===== config.mk =====
export PLATFORM = sky130hd
export DESIGN_NAME = fsm_seq_ctrl_flat
export DESIGN_NICKNAME = d
export VERILOG_FILES = /design/src/rtl/fsm_seq_ctrl_if.sv /design/src/rtl/fsm_seq_ctrl.sv /design/src/flat_wrapper.sv
export SDC_FILE = /design/constraint.sdc
export NUM_CORES = 1
export LEC_CHECK = 0
export ABC_CLOCK_PERIOD_IN_PS = 3740
export CORE_MARGIN = 1
export CORE_UTILIZATION = 55
export CTS_CLUSTER_SIZE = 8
export DETAILED_ROUTE_END_ITERATION = 6
export GPL_TIMING_DRIVEN = 0
export HOLD_SLACK_MARGIN = 0.15
export PLACE_DENSITY_LB_ADDON = 0.1
export SYNTH_ARGS = -nofsm -noshare
export SYNTH_HDL_FRONTEND = slang
export SYNTH_SLANG_ARGS = --single-unit

===== constraint.sdc =====
create_clock -name clk -period 3.74 [get_ports clk]
set_input_delay 0.561 -clock clk [delete_from_list [all_inputs] [get_ports clk]]
set_output_delay 0.561 -clock clk [all_outputs]
set_load 0.05 [all_outputs]

===== src/rtl/fsm_seq_ctrl_if.sv =====
// Control/result bundle between a run requester and the fsm stimulus sequencer.
// Trace vectors are present only when FSM_SEQ_TRACE_EN is defined.
interface fsm_seq_ctrl_if #(
  parameter int LEN   = 8,
  parameter int CNT_W = 4
);
  logic             start;
  logic [LEN-1:0]   pattern;
  logic [CNT_W-1:0] len;
  logic             busy;
  logic             done;
  logic [CNT_W-1:0] hits1;
  logic [CNT_W-1:0] hits2;
`ifdef FSM_SEQ_TRACE_EN
  logic [LEN-1:0]   trace1;
  logic [LEN-1:0]   trace2;
`endif

  modport master (
    output start, pattern, len,
`ifdef FSM_SEQ_TRACE_EN
    input  trace1, trace2,
`endif
    input  busy, done, hits1, hits2
  );

  modport slave (
    input  start, pattern, len,
`ifdef FSM_SEQ_TRACE_EN
    output trace1, trace2,
`endif
    output busy, done, hits1, hits2
  );
endinterface


===== src/rtl/fsm_seq_ctrl.sv =====
// Serial stimulus sequencer and hit counter for the single-input two-output fsm.
// Optional sample trace registers are enabled by defining FSM_SEQ_TRACE_EN.
module fsm_seq_ctrl #(
  parameter int LEN       = 8,
  parameter int CNT_W     = 4,
  parameter int DRAIN_CYC = 1
) (
  input  logic          clk,
  input  logic          reset,
  fsm_seq_ctrl_if.slave bus,
  output logic          fsm_a,
  input  logic          fsm_out1,
  input  logic          fsm_out2
);

  typedef enum logic [1:0] {IDLE, DRIVE, DRAIN, DONE} state_t;

  state_t           state, state_d;
  logic [LEN-1:0]   pat_q;
  logic [CNT_W-1:0] eff_len_q;
  logic [CNT_W-1:0] eff_len_in;
  logic [CNT_W-1:0] idx;
  logic [CNT_W-1:0] drain_cnt;
  logic [CNT_W-1:0] hits1_q, hits2_q;
  logic             sampling;
  logic             accept;

  assign eff_len_in = (bus.len > CNT_W'(LEN)) ? CNT_W'(LEN) : bus.len;
  assign accept     = (state == IDLE) && bus.start;
  assign sampling   = (state == DRIVE) || (state == DRAIN);

  assign bus.busy  = sampling;
  assign bus.done  = (state == DONE);
  assign bus.hits1 = hits1_q;
  assign bus.hits2 = hits2_q;

  always_ff @(posedge clk) begin
    if (reset) state <= IDLE;
    else       state <= state_d;
  end

  always_comb begin
    state_d = state;
    case (state)
      IDLE:  if (bus.start) state_d = (eff_len_in == '0) ? DONE : DRIVE;
      DRIVE: if (idx == eff_len_q - CNT_W'(1)) state_d = DRAIN;
      DRAIN: if (drain_cnt == CNT_W'(DRAIN_CYC - 1)) state_d = DONE;
      DONE:  state_d = IDLE;
      default: state_d = IDLE;
    endcase
  end

  // pat_q holds the bits still to be driven, so the next fsm_a bit is always pat_q[0]
  always_ff @(posedge clk) begin
    if (reset) begin
      fsm_a     <= 1'b0;
      pat_q     <= '0;
      eff_len_q <= '0;
      idx       <= '0;
      drain_cnt <= '0;
      hits1_q   <= '0;
      hits2_q   <= '0;
    end else begin
      case (state)
        IDLE: begin
          fsm_a <= 1'b0;
          if (bus.start) begin
            pat_q     <= bus.pattern >> 1;
            eff_len_q <= eff_len_in;
            idx       <= '0;
            drain_cnt <= '0;
            hits1_q   <= '0;
            hits2_q   <= '0;
            fsm_a     <= (eff_len_in != '0) && bus.pattern[0];
          end
        end
        DRIVE: begin
          idx   <= idx + CNT_W'(1);
          pat_q <= pat_q >> 1;
          fsm_a <= (state_d == DRIVE) ? pat_q[0] : 1'b0;
        end
        DRAIN: begin
          drain_cnt <= drain_cnt + CNT_W'(1);
          fsm_a     <= 1'b0;
        end
        default: fsm_a <= 1'b0;
      endcase

      if (sampling) begin
        if (fsm_out1 && (hits1_q != '1)) hits1_q <= hits1_q + CNT_W'(1);
        if (fsm_out2 && (hits2_q != '1)) hits2_q <= hits2_q + CNT_W'(1);
      end
    end
  end

`ifdef FSM_SEQ_TRACE_EN
  logic [LEN-1:0] trace1_q, trace2_q;

  assign bus.trace1 = trace1_q;
  assign bus.trace2 = trace2_q;

  // Newest sample enters at bit 0, so the MSB is the oldest of the last LEN samples
  always_ff @(posedge clk) begin
    if (reset || accept) begin
      trace1_q <= '0;
      trace2_q <= '0;
    end else if (sampling) begin
      trace1_q <= {trace1_q[LEN-2:0], fsm_out1};
      trace2_q <= {trace2_q[LEN-2:0], fsm_out2};
    end
  end
`endif

endmodule


===== src/flat_wrapper.sv =====
// flat-port wrapper written by rule: the top's interface ports become plain ports
module fsm_seq_ctrl_flat 
#(
  parameter int LEN       = 8,
  parameter int CNT_W     = 4,
  parameter int DRAIN_CYC = 1
)
  (clk, reset, fsm_a, fsm_out1, fsm_out2, bus_start, bus_pattern, bus_len, bus_busy, bus_done, bus_hits1, bus_hits2);
  fsm_seq_ctrl_if #(.LEN(LEN), .CNT_W(CNT_W)) bus_i ();
  input  logic clk;
  input  logic reset;
  output logic fsm_a;
  input  logic fsm_out1;
  input  logic fsm_out2;
  input wire logic [$bits(bus_i.start)-1:0] bus_start;
  input wire logic [$bits(bus_i.pattern)-1:0] bus_pattern;
  input wire logic [$bits(bus_i.len)-1:0] bus_len;
  output wire logic [$bits(bus_i.busy)-1:0] bus_busy;
  output wire logic [$bits(bus_i.done)-1:0] bus_done;
  output wire logic [$bits(bus_i.hits1)-1:0] bus_hits1;
  output wire logic [$bits(bus_i.hits2)-1:0] bus_hits2;
  assign bus_i.start = bus_start;
  assign bus_i.pattern = bus_pattern;
  assign bus_i.len = bus_len;
  assign bus_busy = bus_i.busy;
  assign bus_done = bus_i.done;
  assign bus_hits1 = bus_i.hits1;
  assign bus_hits2 = bus_i.hits2;
  fsm_seq_ctrl #(.LEN(LEN), .CNT_W(CNT_W), .DRAIN_CYC(DRAIN_CYC)) u_core (.clk(clk), .reset(reset), .bus(bus_i), .fsm_a(fsm_a), .fsm_out1(fsm_out1), .fsm_out2(fsm_out2));
endmodule

==> summary.txt <==
Clk Latency, worst-skew pair - 330 ps
Layout Nets - 247
hold_buf cts - 0
Worst-path clk slew - 90 ps
Post-CTS Setup Bufs - 0
CTS Buffer Depth - 2
PnR worst setup slack - 1110 ps
drt pass-1 iters - 5
Multi-input gate area - 881 um^2
die height - 55.3 um
# fillers - 206
Synthesized Nets - 213
GRT overflow - 0
initial DRC count - 51
Arr. time, crit path - 2070 ps
hold path start - u_core.eff_len_q[3]
CP required - 3180 ps
synth unique cells - 34
Post-DRT Antenna Nets - 0
Cell Pwr Density - 373 nW/um^2
post-layout min period - 2630 ps
crit path launch type - flip-flop
Setup TNS - 0 ps
final non-filler cell total - 251
part of the cycle the worst path needs - 70.3%
Leak - 0.761 nW
num rows - 18
Starting Density - 60.4%
DRC - 0
Final Hold Vio Count - 0
worst hold margin - 481 ps
Max-Cap Viols - 0
ANT cells - 0
DP Wirelength - 2.57 mm
Commonest cells post-synth - nor2_1 (35), dfxtp_1 (30), a21oi_1 (14)
area leader, netlist - dfxtp_1
GRT Util Overall - 23.8%
Reg area - 601 um^2
pre-CTS setup slack - 1470 ps
CTS Buf Count - 5
Core ar. - 2590 um^2
critical path start-end classification - flip-flop to primary output
H-tree depth - 2
placed cells - 243
asr flop ratio synth - 0%
Clock Skew - 9.78 ps
critical-path maximum fanout - 6
Hold Crit Class - flip-flop to flip-flop
Top Ports - 28
top post-synthesis cells by area - dfxtp_1 (38%), nor2_1 (8.4%), ha_1 (8.0%)
most frequent cell after synthesis - nor2_1
post-synth top area share - 38.4%
VDD IR max - 0.000338 V
total number of vias - 1439
Worst Setup SP - u_core.state[0]
CTS root buffer - clkbuf_4
Pwr Total - 0.722 mW
Post-synth EDFFs - 0
Mapped Area - 1570 um^2
initial antenna violation count - 0
Slew Viols, Final - 0
reg2reg setup slack - 1850 ps
Chip Width - 55.3 um
synthesized instance count - 186
largest net degree at the start of global routing - 11
top_reg_cell synth - dfxtp_1
vias in the first global route - 1415
TritonCTS clock tree - done
# setup viols final - 0
highest clock rate - 381 MHz
slew margin rel. - 52.1%
area grow syn2layout - 23.5%
drt total wl - 3.34 mm
sequential fraction of the synthesis area - 38.4%
outcome - finished, final reports clean
synthesized area per cell - 8.42 um^2
PortBufs - 27
CP endpoint kind - primary output
Yosys reg bits - 30
Worst R2R Start - u_core.state[0]
Die Area - 3060 um^2
post_cts resized - 0
share of layout cells above drive strength 1 - 5.43%
CTS Sinks - 30
worst-margin pin slew - 711 ps
GPL Wtd Cong - 0.784
first-pass GRT wire length - 5.84 mm
synth warn - 0
Via density - 5.73
WL/cell - 13.3 um
RSZ-0062 raised after global routing - false
[power by group]
| group | total, mW | switching (mW) | internal, mW |
|---|---|---|---|
| clock | 0.203 | 0.113 | 0.0910 |
| sequential | 0.351 | 0.0140 | 0.337 |
| combinational | 0.167 | 0.0964 | 0.0706 |
[registers in the layout (all words and copies together) (netlist names)]
| register | cells |
|---|---|
| u_core.bus.hits1 | 4 |
| u_core.bus.hits2 | 4 |
| u_core.drain_cnt | 4 |
| u_core.eff_len_q | 4 |
| u_core.fsm_a | 1 |
| u_core.idx | 4 |
| u_core.pat_q | 7 |
| u_core.state | 2 |
[cells by family (layout without fill, tap and decap cells)]
group	Yosys count	in the layout	synth area share, %
mux	10	10	6.40
simple gates	69	69	19.7
compound gates	42	42	17.7
buf+inv	17	52	5.36
fa+ha+maj	10	10	7.99
flops	30	30	38.4
xor+xnor	8	8	4.48
[layout by cell type (no fill, tap or decap), types with 2 or more instances in the layout]
| cell type | synthesis | layout |
|---|---|---|
| clkbuf_8 | 1 | 2 |
| xnor2_1 | 2 | 2 |
| inv_1 | 8 | 8 |
| a32oi_1 | 2 | 2 |
| a31oi_1 | 3 | 3 |
| clkbuf_4 | 0 | 5 |
| nor3_1 | 2 | 2 |
| a21oi_1 | 14 | 14 |
| nand2_1 | 13 | 13 |
| clkbuf_1 | 5 | 6 |
| o21ai_0 | 3 | 3 |
| nor2_1 | 35 | 35 |
| nor3b_1 | 4 | 4 |
| a22oi_1 | 4 | 4 |
| ha_1 | 10 | 10 |
| dfxtp_1 | 30 | 30 |
| xor2_1 | 6 | 6 |
| nand3_1 | 6 | 6 |
| buf_2 | 2 | 2 |
| o211ai_1 | 2 | 2 |
| nand2b_1 | 2 | 2 |
| and3_1 | 2 | 2 |
| a211oi_1 | 9 | 9 |
| mux2i_1 | 10 | 10 |
| clkdlybuf4s50_1 | 0 | 27 |
[routing by layer]
| layer | GRT usage [%] | vias to the layer above | wire length (um) |
|---|---|---|---|
| li1 | - | 721 | - |
| met1 | 26.8 | 675 | 1460 |
| met2 | 41.8 | 38 | 1670 |
| met3 | 6.56 | 5 | 159 |
| met4 | 10.4 | 0 | 48 |
| met5 | 0 | - | 0 |
[final timing paths]
kind | end | cells past startpoint
setup / recovery | bus_busy | 3
hold / removal | u_core.eff_len_q[3] | 2
setup reg to reg | u_core.idx[3] | 7
hold reg to reg | u_core.eff_len_q[3] | 2
[layout make-up]
cell class | instances | area share, %
plain buffers | 9 | 2.78
flip-flops and latches | 30 | 31.1
inverters | 8 | 1.55
repair buffers | 27 | 14.0
clock buffers | 7 | 2.85
clock inverters | 1 | 0.259
well taps | 30 | 1.94
multi-input cells | 139 | 45.6
[through the flow]
stage          area, um^2  utilization (%)
6_report             1930             74.6
5_1_grt              1930             74.6
4_1_cts              1930             74.6
3_5_place_dp         1870             72.3
3_3_place_gp         1870             72.3
2_1_floorplan        1570                -
[worst max-delay path, stage by stage, from the launching register on]
cell and delay, ps:
dfxtp_1 430, inv_1 100, ha_1 380, clkdlybuf4s50_1 830
Power figures use the tool's default switching activity.
